`src/rtl/sram_port_arbiter_pkg.sv`:
```
// Shared IDs, default sizing and the request payload for sram_port_arbiter.
package sram_port_arbiter_pkg;

  localparam int unsigned ARB_ID_WD        = 1;
  localparam logic [ARB_ID_WD-1:0] ARB_ID_M0 = 1'b0;
  localparam logic [ARB_ID_WD-1:0] ARB_ID_M1 = 1'b1;
  localparam int unsigned OT_DEPTH_DEFAULT = 4;

  localparam int unsigned SIZE_W  = 2;
  localparam int unsigned WSTRB_W = 4;
  localparam int unsigned ADDR_W  = 32;
  localparam int unsigned DATA_W  = 32;

  typedef struct packed {
    logic               wr;
    logic [SIZE_W-1:0]  size;
    logic [WSTRB_W-1:0] wstrb;
    logic [ADDR_W-1:0]  addr;
    logic [DATA_W-1:0]  wdata;
  } sram_req_t;

endpackage

```
`src/rtl/sram_port_arbiter_arb_id_fifo.sv`:
```
// In-order owner-ID queue: synchronous push/pop, async active-low reset.
module arb_id_fifo #(
  parameter int unsigned DEPTH = 4,
  parameter int unsigned WD    = 1
) (
  input  logic                         clk,
  input  logic                         rst_n,
  input  logic                         push,
  input  logic                         pop,
  input  logic [WD-1:0]                din,
  output logic [WD-1:0]                head,
  output logic [$clog2(DEPTH+1)-1:0]   count,
  output logic                         full,
  output logic                         empty
);

  localparam int unsigned PW = $clog2(DEPTH);
  localparam int unsigned CW = $clog2(DEPTH + 1);

  logic [WD-1:0] mem_q [DEPTH];
  logic [PW-1:0] wr_ptr_q;
  logic [PW-1:0] rd_ptr_q;
  logic [CW-1:0] count_q;
  logic          do_push;
  logic          do_pop;

  assign do_push = push & ~full;
  assign do_pop  = pop & ~empty;

  always_ff @(posedge clk or negedge rst_n) begin
    if (!rst_n) begin
      for (int i = 0; i < int'(DEPTH); i++) mem_q[i] <= '0;
      wr_ptr_q <= '0;
      rd_ptr_q <= '0;
      count_q  <= '0;
    end else begin
      if (do_push) begin
        mem_q[wr_ptr_q] <= din;
        wr_ptr_q        <= wr_ptr_q + PW'(1);
      end
      if (do_pop) rd_ptr_q <= rd_ptr_q + PW'(1);
      case ({do_push, do_pop})
        2'b10:   count_q <= count_q + CW'(1);
        2'b01:   count_q <= count_q - CW'(1);
        default: count_q <= count_q;
      endcase
    end
  end

  assign head  = mem_q[rd_ptr_q];
  assign count = count_q;
  assign full  = (count_q == CW'(DEPTH));
  assign empty = (count_q == '0);

endmodule

```
`src/rtl/sram_port_arbiter.sv`:
```
// Two-master to one-slave SRAM-like arbiter with address-phase grant lock and in-order response routing.
// Optional round-robin arbitration when ARB_ROUND_ROBIN_EN is defined (default: m1 over m0).
module sram_port_arbiter
  import sram_port_arbiter_pkg::*;
#(
  parameter int unsigned OT_DEPTH = OT_DEPTH_DEFAULT
) (
  input  logic        clk,
  input  logic        resetn,
  input  logic        m0_req,
  input  logic        m0_wr,
  input  logic [1:0]  m0_size,
  input  logic [3:0]  m0_wstrb,
  input  logic [31:0] m0_addr,
  input  logic [31:0] m0_wdata,
  output logic        m0_addr_ok,
  output logic        m0_data_ok,
  output logic [31:0] m0_rdata,
  input  logic        m1_req,
  input  logic        m1_wr,
  input  logic [1:0]  m1_size,
  input  logic [3:0]  m1_wstrb,
  input  logic [31:0] m1_addr,
  input  logic [31:0] m1_wdata,
  output logic        m1_addr_ok,
  output logic        m1_data_ok,
  output logic [31:0] m1_rdata,
  output logic        s_req,
  output logic        s_wr,
  output logic [1:0]  s_size,
  output logic [3:0]  s_wstrb,
  output logic [31:0] s_addr,
  output logic [31:0] s_wdata,
  input  logic        s_addr_ok,
  input  logic        s_data_ok,
  input  logic [31:0] s_rdata,
  output logic        busy,
  output logic        err_spurious
);

  localparam int unsigned CW = $clog2(OT_DEPTH + 1);
  localparam logic [0:0] ST_IDLE   = 1'b0;
  localparam logic [0:0] ST_LOCKED = 1'b1;

  logic [0:0]           state_q, state_d;
  logic [ARB_ID_WD-1:0] lock_id_q, lock_id_d;
  logic                 lock;
  logic                 err_q;

  logic                 gnt_vld;
  logic [ARB_ID_WD-1:0] gnt_id;
  logic                 gnt_req;
  sram_req_t            m0_pl, m1_pl, s_pl;

  logic                 push, pop;
  logic [ARB_ID_WD-1:0] head;
  logic [CW-1:0]        count;
  logic                 full, empty;

`ifdef ARB_ROUND_ROBIN_EN
  logic [ARB_ID_WD-1:0] last_id_q;

  // Remember the most recently accepted owner to alternate on contention.
  always_ff @(posedge clk or negedge resetn) begin
    if (!resetn)   last_id_q <= ARB_ID_M0;
    else if (push) last_id_q <= gnt_id;
  end
`endif

  assign lock  = (state_q == ST_LOCKED);
  assign m0_pl = {m0_wr, m0_size, m0_wstrb, m0_addr, m0_wdata};
  assign m1_pl = {m1_wr, m1_size, m1_wstrb, m1_addr, m1_wdata};

  // Grant selection; a full queue or reset blocks every grant, a lock pins it.
  always_comb begin
    gnt_vld = 1'b0;
    gnt_id  = ARB_ID_M0;
    if (resetn && !full) begin
      if (lock) begin
        gnt_vld = 1'b1;
        gnt_id  = lock_id_q;
      end else if (m0_req && m1_req) begin
        gnt_vld = 1'b1;
`ifdef ARB_ROUND_ROBIN_EN
        gnt_id  = ~last_id_q;
`else
        gnt_id  = ARB_ID_M1;
`endif
      end else if (m1_req) begin
        gnt_vld = 1'b1;
        gnt_id  = ARB_ID_M1;
      end else if (m0_req) begin
        gnt_vld = 1'b1;
        gnt_id  = ARB_ID_M0;
      end
    end
  end

  always_comb begin
    gnt_req = 1'b0;
    s_pl    = '0;
    if (gnt_vld) begin
      gnt_req = (gnt_id == ARB_ID_M1) ? m1_req : m0_req;
      s_pl    = (gnt_id == ARB_ID_M1) ? m1_pl  : m0_pl;
    end
  end

  assign s_req   = gnt_vld & gnt_req;
  assign s_wr    = s_pl.wr;
  assign s_size  = s_pl.size;
  assign s_wstrb = s_pl.wstrb;
  assign s_addr  = s_pl.addr;
  assign s_wdata = s_pl.wdata;

  assign m0_addr_ok = gnt_vld & (gnt_id == ARB_ID_M0) & s_addr_ok;
  assign m1_addr_ok = gnt_vld & (gnt_id == ARB_ID_M1) & s_addr_ok;

  // Lock FSM state register.
  always_ff @(posedge clk or negedge resetn) begin
    if (!resetn) begin
      state_q   <= ST_IDLE;
      lock_id_q <= ARB_ID_M0;
    end else begin
      state_q   <= state_d;
      lock_id_q <= lock_id_d;
    end
  end

  // Lock FSM next state: hold the grant while the slave stalls the address phase.
  always_comb begin
    state_d   = state_q;
    lock_id_d = lock_id_q;
    case (state_q)
      ST_IDLE: begin
        if (s_req && !s_addr_ok) begin
          state_d   = ST_LOCKED;
          lock_id_d = gnt_id;
        end
      end
      ST_LOCKED: begin
        if (s_addr_ok) state_d = ST_IDLE;
      end
      default: state_d = ST_IDLE;
    endcase
  end

  assign push = s_req & s_addr_ok;
  assign pop  = s_data_ok & ~empty;

  arb_id_fifo #(
    .DEPTH (OT_DEPTH),
    .WD    (ARB_ID_WD)
  ) u_id_fifo (
    .clk   (clk),
    .rst_n (resetn),
    .push  (push),
    .pop   (pop),
    .din   (gnt_id),
    .head  (head),
    .count (count),
    .full  (full),
    .empty (empty)
  );

  assign m0_data_ok = pop & (head == ARB_ID_M0);
  assign m1_data_ok = pop & (head == ARB_ID_M1);
  assign m0_rdata   = s_rdata;
  assign m1_rdata   = s_rdata;

  // Sticky flag for a response that has no outstanding owner.
  always_ff @(posedge clk or negedge resetn) begin
    if (!resetn)                 err_q <= 1'b0;
    else if (s_data_ok && empty) err_q <= 1'b1;
  end

  assign err_spurious = err_q;
  assign busy         = (count != '0) | lock;

endmodule

```
`config.mk`:
```
export PLATFORM = sky130hd
export DESIGN_NAME = sram_port_arbiter
export DESIGN_NICKNAME = d
export VERILOG_FILES = /design/src/rtl/sram_port_arbiter_pkg.sv /design/src/rtl/sram_port_arbiter_arb_id_fifo.sv /design/src/rtl/sram_port_arbiter.sv
export SDC_FILE = /design/constraint.sdc
export NUM_CORES = 1
export LEC_CHECK = 0
export CORE_AREA = 3 3 124 126
export CTS_BUF_LIST = sky130_fd_sc_hd__clkbuf_2 sky130_fd_sc_hd__clkbuf_4 sky130_fd_sc_hd__clkbuf_8
export DETAILED_ROUTE_END_ITERATION = 10
export DIE_AREA = 0 0 127 129
export PLACE_DENSITY = 0.57
export SLEW_MARGIN = 20
export SYNTH_ARGS = -nofsm -noshare
export SYNTH_HDL_FRONTEND = slang
export SYNTH_SLANG_ARGS = --single-unit
```
`constraint.sdc`:
```
create_clock -name clk -period 6 [get_ports clk]
set_clock_uncertainty 0.15 [all_clocks]
set_input_delay 1.2 -clock clk [delete_from_list [all_inputs] [get_ports clk]]
set_output_delay 1.2 -clock clk [all_outputs]
set_load 0.01 [all_outputs]
```
==> results.py <==
metrics = {
    "synth": {
        "syn_area_per_cell_um2": 7.47,
        "ys_ff_latch": 14,
        "synth_top_area_share_pct": 23.7,
        "yosysWarnings": 0,
        "synth_top_cell_by_area": "a22oi_1",
        "ys_seq_area_share_pct": 15.6,
        "synth_nets": 487,
        "synthCells": 301,
        "synthTopCellsByArea": "a22oi_1, buf_4, dfrtp_1, nor2_1, buf_6",
        "syn_area_um2": 2250,
        "ys_types": 35,
    },
    "sta": {
        "hold_ws_ns": 0.313,
        "maxSlewHeadroom_pct": 33.8,
        "fmax_mhz": 198,
        "finalMaxSlewViolations": 0,
        "fin_crit_ns": 5.04,
        "worst_slew_pin_slew_ns": 0.989,
        "fin_tns_setup_ns": 0,
        "rsz0062_at_grt": "no",
        "fin_crit_sh_pct": 84.0,
        "setup_violations": 0,
        "hold_viol": 0,
    },
    "worst_setup_path": {
        "rr_startpoint": "lock",
        "crit_path_start_kind": "input pin",
        "reg2reg_depth": 9,
        "required_ns": 4.65,
        "r2r-end": "u_id_fifo.count[2]",
        "reg2reg_slack_ns": 3.76,
        "crit_arrival_ns": 3.69,
        "setup.worst_path.class": "in -> out",
        "cp_max_fo": 38,
        "endpoint_kind": "primary output",
    },
    "cells_and_area": {
        "syn2layout_area_growth_pct": 87.2,
        "final_nets": 634,
        "final_common_cell": "clkdlybuf4s50_1",
        "mostFrequentLayoutCells": "clkdlybuf4s50_1, nor2_1, a22oi_1, dfrtp_1, inv_1",
        "regArea_um2": 350,
        "antenna_cells": 0,
        "fillers": 1533,
        "multi_input_area_um2": 1230,
        "drive_gt1_share_pct": 3.58,
    },
    "clock_tree": {
        "postCtsSetupBuffers": 0,
        "cts_buffers": 3,
        "htreeDepth": 1,
        "clock_path_buffers": 2,
        "cts.repair.resized": 0,
        "clock-sinks": 14,
        "root_buffer": "clkbuf_8",
        "clkTransAtPathRegs_ns": 0.06,
        "clkLatencyLatePin_ns": 0.24,
        "hold_buffers": 0,
        "tritoncts": "built",
    },
    "die": {
        "fp.dieH_um": 129,
        "coreArea_um2": 14400,
        "rows": 44,
        "start_util_pct": 15.6,
        "ios": 322,
        "die-area_um2": 16400,
        "fp.dieW_um": 127,
    },
    "hold_path": {
        "hp-class": "reg -> reg",
        "whs_path_depth": 1,
        "hold_path_end": "err_spurious",
        "hold_start": "err_spurious",
    },
    "route": {
        "vias": 2702,
        "final_antenna_net_count": 0,
        "drt-total-wl_mm": 10.4,
        "drt_drc_violations_left": 0,
        "drtIter0Drc": 111,
        "vias_per_cell": 4.28,
        "drt_first_pass_iters": 6,
        "wl_per_cell_um": 16.5,
    },
    "global_routing": {
        "grt_pass1_vias": 2652,
        "grt_max_degree": 40,
        "overflow": 0,
        "antenna_found_initial": 0,
        "grt_pass1_wl_mm": 14.9,
        "grt_usage_pct": 11.2,
    },
    "placement": {
        "hpwlAfterDp_mm": 8.55,
        "routabilityCongestion": 0.909,
        "io_buffer_count": 225,
    },
    "pwr": {
        "powerDensity_nw_per_um2": 239,
        "vdd_drop_max_mv": 0.170,
        "leakagePower_uw": 0.00158,
    },
    "status": {
        "outcome": "complete, no violations",
    },
    "job": {
        "cap_violations": 0,
    },
}
flip-flops by register name (all words and copies together), names as in the netlist:
name / count
lock_id_q: 1
u_id_fifo.mem_q: 4
lock: 1
u_id_fifo.count: 3
u_id_fifo.rd_ptr_q: 2
err_spurious: 1
u_id_fifo.wr_ptr_q: 2
kinds of logic (layout without fill, tap and decap cells):
logic type	after synthesis	after routing	share of synthesized area, %
AO/OA/AOI/OAI	79	79	27.0
XOR/XNOR	6	6	2.34
adder cells (fa/ha/maj)	6	6	3.67
buffers and inverters	95	241	29.7
flip-flops	14	14	15.6
multiplexers	8	8	4.62
AND/OR/NAND/NOR	93	93	17.1
worst max-delay path, cell delays in order:
cell             delay (ns)
clkdlybuf4s50_1        0.50
or3b_1                 0.45
o21ai_4                0.37
buf_12                 0.29
a22oi_1                0.12
nor2_1                 0.16
clkdlybuf4s50_1        0.59
stage by stage:
stage	cells	area [um^2]	utilization, %	total power [uW]	setup WS [ns]
after global placement	627	4160	28.8	912	0.943
final	631	4210	29.2	1010	0.957
after CTS	631	4210	29.2	1030	0.861
after floorplan	301	2250	-	609	2.48
after detailed placement	627	4160	28.8	928	0.875
after global routing	631	4210	29.2	1090	0.738
cell usage after synthesis:
master / number
nor2_1: 76
a22oi_1: 71
buf_4: 68
dfrtp_1: 14
clkbuf_1: 10
buf_6: 7
inv_1: 7
ha_1: 5
mux2_1: 4
nand2_1: 4
nand4_1: 4
xnor2_1: 4
and2_1: 2
and3_1: 2
buf_2: 2
xor2_1: 2
a21boi_0: 1
a21boi_1: 1
a21o_1: 1
a21oi_1: 1
a2bb2oi_2: 1
a32o_1: 1
clkbuf_2: 1
fa_1: 1
mux2_2: 1
mux2_4: 1
mux2i_1: 1
mux4_2: 1
nand2b_1: 1
nand3_1: 1
nand3_2: 1
nor3_1: 1
o21ai_0: 1
o21ai_4: 1
or3b_1: 1
area by class of cell:
class / instances / share of cell area (%)
repair buffers: 230 / 55.0
well taps: 184 / 5.47
multi-input cells: 192 / 29.3
flip-flops and latches: 14 / 8.32
inverters: 7 / 0.624
clock buffers: 4 / 1.31
worst max-delay path by stage:
stage | start | to | depth (start not counted) | slack, ns
detailed placement | m1_req | s_wdata[31] | 7 | 0.87
finish | m1_req | s_wdata[31] | 7 | 0.96
global route | m1_req | s_wdata[31] | 7 | 0.74
global placement | m0_req | s_wdata[31] | 7 | 0.94
CTS | m1_req | s_wdata[31] | 7 | 0.86
floorplan | m1_req | s_size[0] | 5 | 2.48
per-layer routing:
| metal | GRT usage (%) | up-vias | routed length, um |
|---|---|---|---|
| li1 | - | 1278 | - |
| met4 | 2.84 | 0 | 230 |
| met2 | 19.7 | 186 | 5210 |
| met1 | 12.2 | 1219 | 3650 |
| met3 | 5.52 | 19 | 1320 |
| met5 | 0 | - | 0 |
report_power, final:
part	switching [uW]	internal [uW]	total [uW]
combinational	331	402	733
sequential	41.4	141	182
clock	32.7	58.1	90.8
No activity file was read; power rests on OpenSTA's default activity.
